==> config.mk <==
export PLATFORM = sky130hd
export DESIGN_NAME = dragon_step_scheduler_flat
export DESIGN_NICKNAME = d
export VERILOG_FILES = /design/src/rtl/dragon_step_scheduler_if.sv /design/src/rtl/dragon_step_scheduler.sv /design/src/flat_wrapper.sv
export SDC_FILE = /design/constraint.sdc
export NUM_CORES = 1
export LEC_CHECK = 0
export BUFFER_PORTS_ARGS = -buffer_cell sky130_fd_sc_hd__buf_2
export CORE_UTILIZATION = 49
export CTS_CLUSTER_DIAMETER = 100
export DETAILED_ROUTE_END_ITERATION = 16
export PLACE_DENSITY_LB_ADDON = 0.1
export SETUP_SLACK_MARGIN = 0.02
export SYNTH_ARGS = -nofsm -noshare
export SYNTH_HDL_FRONTEND = slang
export SYNTH_SLANG_ARGS = --single-unit
export TNS_END_PERCENT = 100
==> constraint.sdc <==
create_clock -name clk -period 2.3 [get_ports clk]
set_input_delay 0.575 -clock clk [delete_from_list [all_inputs] [get_ports clk]]
set_output_delay 0.575 -clock clk [all_outputs]
set_load 0.01 [all_outputs]
==> src/rtl/dragon_step_scheduler_if.sv <==
// Signal bundle between the dragon step scheduler and the logic around it.
// The frame timing, head block and renderer/collision side use the master modport.
interface dragon_step_scheduler_if #(
    parameter int MAX_SEGMENTS = 8,
    parameter int LEN_W        = 4
);
    logic                      vsync;
    logic                      enable;
    logic [5:0]                period;
    logic                      grow_req;
    logic [7:0]                head_pos;
    logic                      head_done;
    logic                      move_strobe;
    logic [8*MAX_SEGMENTS-1:0] seg_pos;
    logic [MAX_SEGMENTS-1:0]   seg_valid;
    logic [LEN_W-1:0]          length;
    logic                      busy;
    logic                      step_done;
    logic                      timeout_err;

    modport master (
        output vsync,
        output enable,
        output period,
        output grow_req,
        output head_pos,
        output head_done,
        input  move_strobe,
        input  seg_pos,
        input  seg_valid,
        input  length,
        input  busy,
        input  step_done,
        input  timeout_err
    );

    modport slave (
        input  vsync,
        input  enable,
        input  period,
        input  grow_req,
        input  head_pos,
        input  head_done,
        output move_strobe,
        output seg_pos,
        output seg_valid,
        output length,
        output busy,
        output step_done,
        output timeout_err
    );
endinterface

==> src/rtl/dragon_step_scheduler.sv <==
// Paces dragon steps off vsync, strobes the head block, then ripples the new
// head position down the body array one segment per clock.
//   state     | meaning
//   IDLE      | counting vsync rises toward the next step
//   STROBE    | move_strobe to the head block
//   WAIT_HEAD | waiting for head_done, bounded by wait_cnt
//   SHIFT     | copying seg[idx-1] into seg[idx], head written last
//   DONE      | step_done pulse
module dragon_step_scheduler #(
    parameter int MAX_SEGMENTS = 8,
    parameter int INIT_LEN     = 3,
    parameter int LEN_W        = 4
) (
    input  logic                   clk,
    input  logic                   reset,
    dragon_step_scheduler_if.slave bus
);

    localparam int IDX_W = (MAX_SEGMENTS > 1) ? $clog2(MAX_SEGMENTS) : 1;

    typedef enum logic [2:0] {
        S_IDLE,
        S_STROBE,
        S_WAIT_HEAD,
        S_SHIFT,
        S_DONE
    } state_t;

    state_t                  state_q, state_d;
    logic                    vsync_q;
    logic [5:0]              frame_cnt_q, frame_cnt_d;
    logic [3:0]              wait_cnt_q, wait_cnt_d;
    logic                    grow_pend_q, grow_pend_d;
    logic [LEN_W-1:0]        length_q, length_d;
    logic [LEN_W-1:0]        idx_q, idx_d;
    logic [7:0]              head_lat_q, head_lat_d;
    logic [7:0]              seg_q [MAX_SEGMENTS];
    logic [7:0]              seg_d [MAX_SEGMENTS];
    logic [MAX_SEGMENTS-1:0] seg_valid_q, seg_valid_d;
    logic                    move_strobe_q, move_strobe_d;
    logic                    busy_q, busy_d;
    logic                    step_done_q, step_done_d;
    logic                    timeout_err_q, timeout_err_d;

    logic                    rise;
    logic                    head_timeout;
    logic [IDX_W-1:0]        sel_dst;
    logic [IDX_W-1:0]        sel_src;

    assign rise         = bus.vsync & ~vsync_q;
    assign head_timeout = (state_q == S_WAIT_HEAD) && !bus.head_done && (wait_cnt_q == 4'd15);
    assign sel_dst      = idx_q[IDX_W-1:0];
    assign sel_src      = sel_dst - IDX_W'(1);

    always_ff @(posedge clk) begin
        if (!reset) begin
            state_q       <= S_IDLE;
            vsync_q       <= 1'b0;
            frame_cnt_q   <= '0;
            wait_cnt_q    <= '0;
            grow_pend_q   <= 1'b0;
            length_q      <= LEN_W'(INIT_LEN);
            idx_q         <= '0;
            head_lat_q    <= '0;
            move_strobe_q <= 1'b0;
            busy_q        <= 1'b0;
            step_done_q   <= 1'b0;
            timeout_err_q <= 1'b0;
            for (int i = 0; i < MAX_SEGMENTS; i++) begin
                seg_q[i]       <= '0;
                seg_valid_q[i] <= (i < INIT_LEN);
            end
        end else begin
            state_q       <= state_d;
            vsync_q       <= bus.vsync;
            frame_cnt_q   <= frame_cnt_d;
            wait_cnt_q    <= wait_cnt_d;
            grow_pend_q   <= grow_pend_d;
            length_q      <= length_d;
            idx_q         <= idx_d;
            head_lat_q    <= head_lat_d;
            seg_q         <= seg_d;
            seg_valid_q   <= seg_valid_d;
            move_strobe_q <= move_strobe_d;
            busy_q        <= busy_d;
            step_done_q   <= step_done_d;
            timeout_err_q <= timeout_err_d;
        end
    end

    always_comb begin
        state_d = state_q;
        case (state_q)
            S_IDLE: begin
                if (bus.enable && rise && (frame_cnt_q == bus.period)) begin
                    state_d = S_STROBE;
                end
            end
            S_STROBE: begin
                state_d = S_WAIT_HEAD;
            end
            S_WAIT_HEAD: begin
                if (bus.head_done) begin
                    state_d = S_SHIFT;
                end else if (wait_cnt_q == 4'd15) begin
                    state_d = S_IDLE;
                end
            end
            S_SHIFT: begin
                if (idx_q == '0) begin
                    state_d = S_DONE;
                end
            end
            S_DONE: begin
                state_d = S_IDLE;
            end
            default: begin
                state_d = S_IDLE;
            end
        endcase
    end

    always_comb begin
        frame_cnt_d = frame_cnt_q;
        wait_cnt_d  = wait_cnt_q;
        grow_pend_d = grow_pend_q;
        length_d    = length_q;
        idx_d       = idx_q;
        head_lat_d  = head_lat_q;
        seg_d       = seg_q;

        case (state_q)
            S_IDLE: begin
                if (!bus.enable) begin
                    frame_cnt_d = '0;
                end else if (rise) begin
                    frame_cnt_d = (frame_cnt_q == bus.period) ? 6'd0 : frame_cnt_q + 6'd1;
                end
            end
            S_STROBE: begin
                wait_cnt_d = '0;
            end
            S_WAIT_HEAD: begin
                if (bus.head_done) begin
                    head_lat_d  = bus.head_pos;
                    grow_pend_d = 1'b0;
                    // growing shifts one extra slot, so the new tail copies the old tail
                    if (grow_pend_q && (length_q < LEN_W'(MAX_SEGMENTS))) begin
                        length_d = length_q + LEN_W'(1);
                        idx_d    = length_q;
                    end else begin
                        idx_d    = length_q - LEN_W'(1);
                    end
                end else if (wait_cnt_q != 4'd15) begin
                    wait_cnt_d = wait_cnt_q + 4'd1;
                end
            end
            S_SHIFT: begin
                if (idx_q != '0) begin
                    seg_d[sel_dst] = seg_q[sel_src];
                    idx_d          = idx_q - LEN_W'(1);
                end else begin
                    seg_d[0] = head_lat_q;
                end
            end
            default: begin
            end
        endcase

        // a request arriving alongside consumption stays pending for the next step
        if (bus.grow_req) begin
            grow_pend_d = 1'b1;
        end
    end

    always_comb begin
        move_strobe_d = (state_d == S_STROBE);
        busy_d        = (state_d != S_IDLE);
        step_done_d   = (state_d == S_DONE);
        timeout_err_d = head_timeout;
        seg_valid_d   = '0;
        for (int i = 0; i < MAX_SEGMENTS; i++) begin
            seg_valid_d[i] = (i < int'(length_d));
        end
    end

    for (genvar g = 0; g < MAX_SEGMENTS; g++) begin : g_seg_out
        assign bus.seg_pos[8*g +: 8] = seg_q[g];
    end

    assign bus.seg_valid   = seg_valid_q;
    assign bus.length      = length_q;
    assign bus.move_strobe = move_strobe_q;
    assign bus.busy        = busy_q;
    assign bus.step_done   = step_done_q;
    assign bus.timeout_err = timeout_err_q;

endmodule

==> src/flat_wrapper.sv <==
// flat-port wrapper written by rule: the top's interface ports become plain ports
module dragon_step_scheduler_flat 
#(
    parameter int MAX_SEGMENTS = 8,
    parameter int INIT_LEN     = 3,
    parameter int LEN_W        = 4
)
  (clk, reset, bus_vsync, bus_enable, bus_period, bus_grow_req, bus_head_pos, bus_head_done, bus_move_strobe, bus_seg_pos, bus_seg_valid, bus_length, bus_busy, bus_step_done, bus_timeout_err);
  dragon_step_scheduler_if #(.MAX_SEGMENTS(MAX_SEGMENTS), .LEN_W(LEN_W)) bus_i ();
  input  logic clk;
  input  logic reset;
  input wire logic [$bits(bus_i.vsync)-1:0] bus_vsync;
  input wire logic [$bits(bus_i.enable)-1:0] bus_enable;
  input wire logic [$bits(bus_i.period)-1:0] bus_period;
  input wire logic [$bits(bus_i.grow_req)-1:0] bus_grow_req;
  input wire logic [$bits(bus_i.head_pos)-1:0] bus_head_pos;
  input wire logic [$bits(bus_i.head_done)-1:0] bus_head_done;
  output wire logic [$bits(bus_i.move_strobe)-1:0] bus_move_strobe;
  output wire logic [$bits(bus_i.seg_pos)-1:0] bus_seg_pos;
  output wire logic [$bits(bus_i.seg_valid)-1:0] bus_seg_valid;
  output wire logic [$bits(bus_i.length)-1:0] bus_length;
  output wire logic [$bits(bus_i.busy)-1:0] bus_busy;
  output wire logic [$bits(bus_i.step_done)-1:0] bus_step_done;
  output wire logic [$bits(bus_i.timeout_err)-1:0] bus_timeout_err;
  assign bus_i.vsync = bus_vsync;
  assign bus_i.enable = bus_enable;
  assign bus_i.period = bus_period;
  assign bus_i.grow_req = bus_grow_req;
  assign bus_i.head_pos = bus_head_pos;
  assign bus_i.head_done = bus_head_done;
  assign bus_move_strobe = bus_i.move_strobe;
  assign bus_seg_pos = bus_i.seg_pos;
  assign bus_seg_valid = bus_i.seg_valid;
  assign bus_length = bus_i.length;
  assign bus_busy = bus_i.busy;
  assign bus_step_done = bus_i.step_done;
  assign bus_timeout_err = bus_i.timeout_err;
  dragon_step_scheduler #(.MAX_SEGMENTS(MAX_SEGMENTS), .INIT_LEN(INIT_LEN), .LEN_W(LEN_W)) u_core (.clk(clk), .reset(reset), .bus(bus_i));
endmodule
==> results of run 1 <==
==> worst max-delay path: stages, from the launching register on <==
cell,delay [ns]
dfxtp_1,0.32
inv_1,0.10
ha_1,0.27
or3b_1,0.50
nand2_1,0.11
nand2_1,0.19
a221oi_1,0.39
a21oi_1,0.11
==> cell usage after synthesis (all sizes together) (5+ instances only) <==
master  count
nor3       11
mux2i       8
nor2b       5
a31oi       5
a21oi      82
nand3      11
inv        13
ha          5
nand2      59
buf        18
xor2        7
mux4       16
dfxtp     106
a221oi      8
nor2       18
o21ai      73
a211oi      5
clkbuf     15
==> state kept, by name, indices dropped and copies added, names as in the netlist <==
| name | cells |
|---|---|
| u_core.bus.move_strobe | 1 |
| u_core.grow_pend_q | 1 |
| u_core.idx_q | 4 |
| u_core.wait_cnt_q | 4 |
| u_core.head_lat_q | 8 |
| u_core.bus.busy | 1 |
| u_core.bus.step_done | 1 |
| u_core.bus.length | 3 |
| u_core.bus.timeout_err | 1 |
| u_core.frame_cnt_q | 6 |
| u_core.bus.seg_pos | 64 |
| u_core.bus.seg_valid | 8 |
| u_core.vsync_q | 1 |
| u_core.state_q | 3 |
==> cells by family (layout without fill, tap and decap cells) <==
| group | Yosys count | after routing | synth area share |
|---|---|---|---|
| XOR/XNOR | 11 | 11 | 0.0224 |
| adder cells (fa/ha/maj) | 5 | 5 | 0.0135 |
| buffers and inverters | 46 | 153 | 0.0455 |
| flip-flops | 106 | 106 | 0.457 |
| AO/OA/AOI/OAI | 189 | 189 | 0.224 |
| AND/OR/NAND/NOR | 127 | 127 | 0.141 |
| multiplexers | 25 | 25 | 0.0973 |
==> routing by layer <==
layer / part of all wire / global-route usage / up-vias
met1: 0.42 / 0.312 / 2008
met3: 0.048 / 0.0485 / 30
met2: 0.49 / 0.446 / 131
met4: 0.038 / 0.122 / 0
li1: - / - / 2052
met5: 0 / 0 / -
==> area by class of cell <==
class	instances	area [um2]	share of cell area
multi-input combinational	357	2310	0.420
timing repair buffer	124	696	0.126
inverter	13	48.8	0.00886
sequential	106	2120	0.385
tap	111	139	0.0252
clock buffer	10	128	0.0232
clock inverter	6	57.6	0.0105
==> report_power, final <==
| group | switching [W] | internal [W] | total, W | leakage, nW |
|---|---|---|---|---|
| registers | 0.00000594 | 0.00184 | 0.00185 | 0.854 |
| clock network | 0.000683 | 0.000422 | 0.00111 | 0.0953 |
| logic | 0.0000585 | 0.0000393 | 0.0000978 | 1.45 |
==> worst paths after layout <==
check	from	endpoint	slack [ns]	cells past startpoint
hold / removal	bus_vsync	u_core.vsync_q	0.41	2
setup / recovery	u_core.idx_q[0]	u_core.bus.seg_pos[2]	0.20	7
setup reg to reg	u_core.idx_q[0]	u_core.bus.seg_pos[2]	0.20	7
hold reg to reg	u_core.wait_cnt_q[1]	u_core.wait_cnt_q[1]	0.48	2
==> through the flow <==
step                      instances  utilization  total power [W]  setup slack, ns  hold slack (ns)
after floorplan                 509            -          0.00195           0.0240            0.436
after global placement          711        0.579          0.00198            0.231            0.462
after detailed placement        711        0.579          0.00199            0.223            0.464
after CTS                       727        0.599          0.00308            0.215            0.399
after global routing            727        0.599          0.00317           0.0351            0.400
final                           727        0.599          0.00305            0.197            0.408
==> results.ini, run 1 <==
[yosys]
netlist_top_cells_area=dfxtp_1 (46%), a21oi_1 (8.8%), o21ai_0 (7.9%)
synth.avg_cell_area_um2=9.12
synth_top_area_cell=dfxtp_1
syn_area_mm2=0.00464
ys.flop_type=dfxtp_1
ys_warn_count=0
synth_nets=534
synthCells=509
yosysSeqAreaShare=0.457
synth_top_area_share=0.457
synth.ff_latch_count=106
synth_edf_count=0
synth_cell_types=48
async_flop_share=0

[clocking]
clkLatencyLatePin_ns=0.38
cts_tree=built
numCtsBuffers=9
htree_num_levels=3
cts_resized=0
post_cts_buffers=0
cts_max_path_buffers=2
cts-root-buf=clkbuf_8
hold_buffers=0
cts.clk_slew.worst_paths_ns=0.11
clock-sinks=106

[final_layout]
final_common_cell=dfxtp_1
antenna-diode-count=0
fillers=875
fin_nets=636
design_area_mm2=0.00551
drive_gt1_frac=0.273
final_cell_mix=dfxtp_1 (106), buf_2 (99), a21oi_1 (82)
area_growth_syn_to_layout_pct=18.5

[floorplan]
dieArea_mm2=0.00987
ios=100
core_area_mm2=0.00920
dieWidth_um=99.4
initial_core_util=0.505
die_height_um=99.4
rows=35

[setup_path]
path_class=register to register
cp-start-kind=register
crit_path_max_fanout=8
cp.arrival_ns=2.37
cp.required_ns=2.57
end_kind=register

[timing]
tightest_slew_ns=0.692
setup_tns_ns=0
hold_viol_final=0
fmax_mhz=476
finalMaxSlewViolations=0
setup_viol=0
finalClockSkew_ns=0.0138
finalCritPeriodShare=0.914
relSlewSlack=0.537
rsz0062_at_grt=false
period_minus_slack_ns=2.10

[global_routing]
grt_pass1_wl_mm=19.8
gr-total-overflow=0
antenna_found_initial=0
grt_use_total=0.259
grt_pass1_vias=4060
grt_max_degree=66

[place]
portBuffers=99
gp_congestion=0.824
dp_hpwl_mm=8.74
placed_area_mm2=0.00532

[pwr]
ir_worst_vdd_v=0.000333
power.leakage_nw=2.40
p_per_area_mw_per_mm2=554

[worst_hold_path]
hold_class=input port to register

[run_status]
status=completed

[drt]
viasPerCell=5.81
routed_wl_mm=12.2
wl_per_cell_um=16.8
drc=0
drtPass1Iterations=5
vias=4221
drtIter0Drc=153
drt.antenna.violating_nets=0

[flow_run]
max-cap-violations=0

Note: power is estimated with default switching activity, not from simulation.
==> run 2, diff against run 1 <==
--- a/config.mk
+++ b/config.mk
@@ -5,8 +5,10 @@
 export SDC_FILE = /design/constraint.sdc
 export NUM_CORES = 1
 export LEC_CHECK = 0
+export ABC_AREA = 1
 export BUFFER_PORTS_ARGS = -buffer_cell sky130_fd_sc_hd__buf_2
-export CORE_UTILIZATION = 49
+export CORE_ASPECT_RATIO = 0.9
+export CORE_UTILIZATION = 50
 export CTS_CLUSTER_DIAMETER = 100
 export DETAILED_ROUTE_END_ITERATION = 16
 export PLACE_DENSITY_LB_ADDON = 0.1
==> run 2 against run 1 <==
  * Fmax rose by 0.46%
  * Non-clock buffer count fell by 19
  * Global-route usage rose by 1.2 points
  * Area after synthesis rose by 7.3%
  * Final cell count rose by 27%
==> results.ini, run 2 <==
[run_status]
status=completed

[clocking]
clock-sinks=106  ; unchanged
numCtsBuffers=9  ; unchanged
cts-root-buf=clkbuf_8
htree_num_levels=3  ; unchanged
cts_max_path_buffers=2  ; unchanged
cts_resized=0  ; unchanged
post_cts_buffers=0  ; unchanged
cts.clk_slew.worst_paths_ns=0.10  ; about the same
clkLatencyLatePin_ns=0.38  ; about the same
cts_tree=built
hold_buffers=0  ; unchanged

[final_layout]
antenna-diode-count=0  ; unchanged
fin_nets=817  ; +28%
area_growth_syn_to_layout_pct=14.6
final_cell_mix=nand2_1 (169), dfxtp_1 (106), buf_2 (99)
largest_reg_flops=64  ; unchanged
final_common_cell=nand2_1
fin_util=0.592  ; -0.00704
drive_gt1_frac=0.192  ; -0.0808

[timing]
finalClockSkew_ns=0.0175  ; +0.00366 ns
setup_tns_ns=0  ; unchanged
tightest_slew_ns=0.490  ; -0.202 ns
hold_viol_final=0  ; unchanged
timing.hold.ws_ns=0.408  ; -0.000574 ns
setup_viol=0  ; unchanged
relSlewSlack=0.671  ; +0.134
rsz0062_at_grt=false
finalCritPeriodShare=0.910  ; -0.00419
finalMaxSlewViolations=0  ; unchanged
period_minus_slack_ns=2.09  ; -0.00963 ns
fmax_mhz=478  ; +0.46%

[yosys]
ys.flop_type=dfxtp_1
syn_area_mm2=0.00498  ; +7.3%
async_flop_share=0  ; unchanged
yosysSeqAreaShare=0.426  ; -0.0311
synth.avg_cell_area_um2=7.09  ; -22%
synth_common_cells=nand2_1 (169), dfxtp_1 (106), a21oi_1 (96)
synthCells=703  ; +38%
yosysMostFrequentCell=nand2_1
synth_top_area_share=0.426  ; -0.0311
synth_top_area_cell=dfxtp_1
netlist_top_cells_area=dfxtp_1 (43%), nand2_1 (13%), a21oi_1 (9.6%)
ys_warn_count=0  ; unchanged
synth_nets=728  ; +36%
synth.ff_latch_count=106  ; unchanged
synth_edf_count=0  ; unchanged
synth_cell_types=31  ; -35%

[global_routing]
grt_pass1_vias=4391  ; +8.2%
grt_pass1_wl_mm=22.1  ; +11%
gr-total-overflow=0  ; unchanged
grt_max_degree=49  ; -26%
antenna_found_initial=0  ; unchanged
grt_use_total=0.271  ; +0.0120

[floorplan]
initial_core_util=0.516  ; +0.0110
die_height_um=96.7  ; -2.7%
ios=100  ; unchanged
rows=34  ; -2.9%
dieArea_mm2=0.0104  ; +5.1%
core_area_mm2=0.00966  ; +5.0%
dieWidth_um=107  ; +7.9%

[pwr]
power.switching_w=0.000764  ; +2.2%
p_per_area_mw_per_mm2=540  ; -2.4%
p_int_w=0.00232  ; +0.92%
power.total_w=0.00309  ; +1.2%
power_frac_seq=0.599  ; -0.006
switching_share=0.248  ; +0.00236
power.leakage_nw=2.93  ; +22%
clock_power_share=0.359  ; -0.004
ir_worst_vdd_v=0.000275  ; -17%
p_comb_frac=0.042  ; +0.010

[place]
portBuffers=99  ; unchanged
dp_hpwl_mm=9.77  ; +12%
gp_congestion=0.912  ; +11%

[setup_path]
cp.required_ns=2.54  ; -0.03 ns
crit_path_max_fanout=24  ; +16
cp.arrival_ns=2.33  ; -0.04 ns
cp-start-kind=register
startpoint=u_core.idx_q[1]
path_class=register to register
end_kind=register
r2r_setup_slack_ns=0.21  ; about the same
timing.rr.start=u_core.idx_q[1]

[drt]
drtPass1Iterations=7  ; +2
drt.antenna.violating_nets=0  ; unchanged
viasPerCell=5.32  ; -8.4%
drtIter0Drc=282  ; +84%
drc=0  ; unchanged
vias=4907  ; +16%
routed_wl_mm=13.5  ; +10%
wl_per_cell_um=14.6  ; -13%

[worst_hold_path]
hold_class=input port to register
min_from=bus_grow_req

[flow_run]
max-cap-violations=0  ; unchanged

run 2: cell type report:
cell class                 instances  area [um2]
inverter                          87         332
sequential                       106        2120
fill                             967        3940
clock inverter                     5        43.8
multi-input combinational        483        2380
tap                              126         158
timing repair buffer             105         541
clock buffer                      11         141
run 2: per-stage QoR:
step           area, um2  setup slack (ns)  std cells
2_1_floorplan       4980             0.341        703
3_3_place_gp        5530             0.303        907
3_5_place_dp        5530             0.248        907
4_1_cts             5710             0.252        923
5_1_grt             5710            0.0700        923
6_report            5710             0.207        923
run 2: power groups by stage:
stage | Sequential (W) | Clock [W] | Combinational [W]
finish | 0.00185 | 0.00111 | 0.000131
floorplan | 0.00189 | 0 | 0.0000839
detailed placement | 0.00189 | 0 | 0.000131
global route | 0.00185 | 0.00121 | 0.000148
CTS | 0.00185 | 0.00112 | 0.000131
global placement | 0.00189 | 0 | 0.000129
run 2: cell families (layout without fill, tap and decap cells):
| family | Yosys count | after routing | synth area share |
|---|---|---|---|
| and+or+nand+nor | 292 | 292 | 0.260 |
| AOI/OAI and AO/OA | 180 | 180 | 0.190 |
| buffers and inverters | 114 | 208 | 0.0974 |
| DFF | 106 | 106 | 0.426 |
| xor gates and xnor gates | 6 | 6 | 0.0143 |
| adders and majority gates | 5 | 5 | 0.0126 |
run 2: final timing paths:
path,endpoint,cells after the start
min reg2reg,u_core.grow_pend_q,2
max,u_core.bus.seg_pos[50],8
max reg2reg,u_core.bus.seg_pos[50],8
min,u_core.grow_pend_q,3
run 2: metal layers:
metal | track usage | routed length (um) | vias up | part of all wire
li1 | - | - | 2481 | -
met1 | 0.416 | 6530 | 2226 | 0.49
met2 | 0.392 | 5780 | 185 | 0.43
met3 | 0.0451 | 1010 | 15 | 0.075
met4 | 0.0611 | 132 | 0 | 0.0098
met5 | 0 | 0 | - | 0
run 2: worst max-delay path, stage by stage (launching register included):
cell     delay [ns]
dfxtp_1        0.45
inv_1          0.09
ha_1           0.31
buf_4          0.27
a21oi_1        0.06
o21ai_0        0.12
nand3_1        0.16
nand2_1        0.37
a21oi_1        0.12
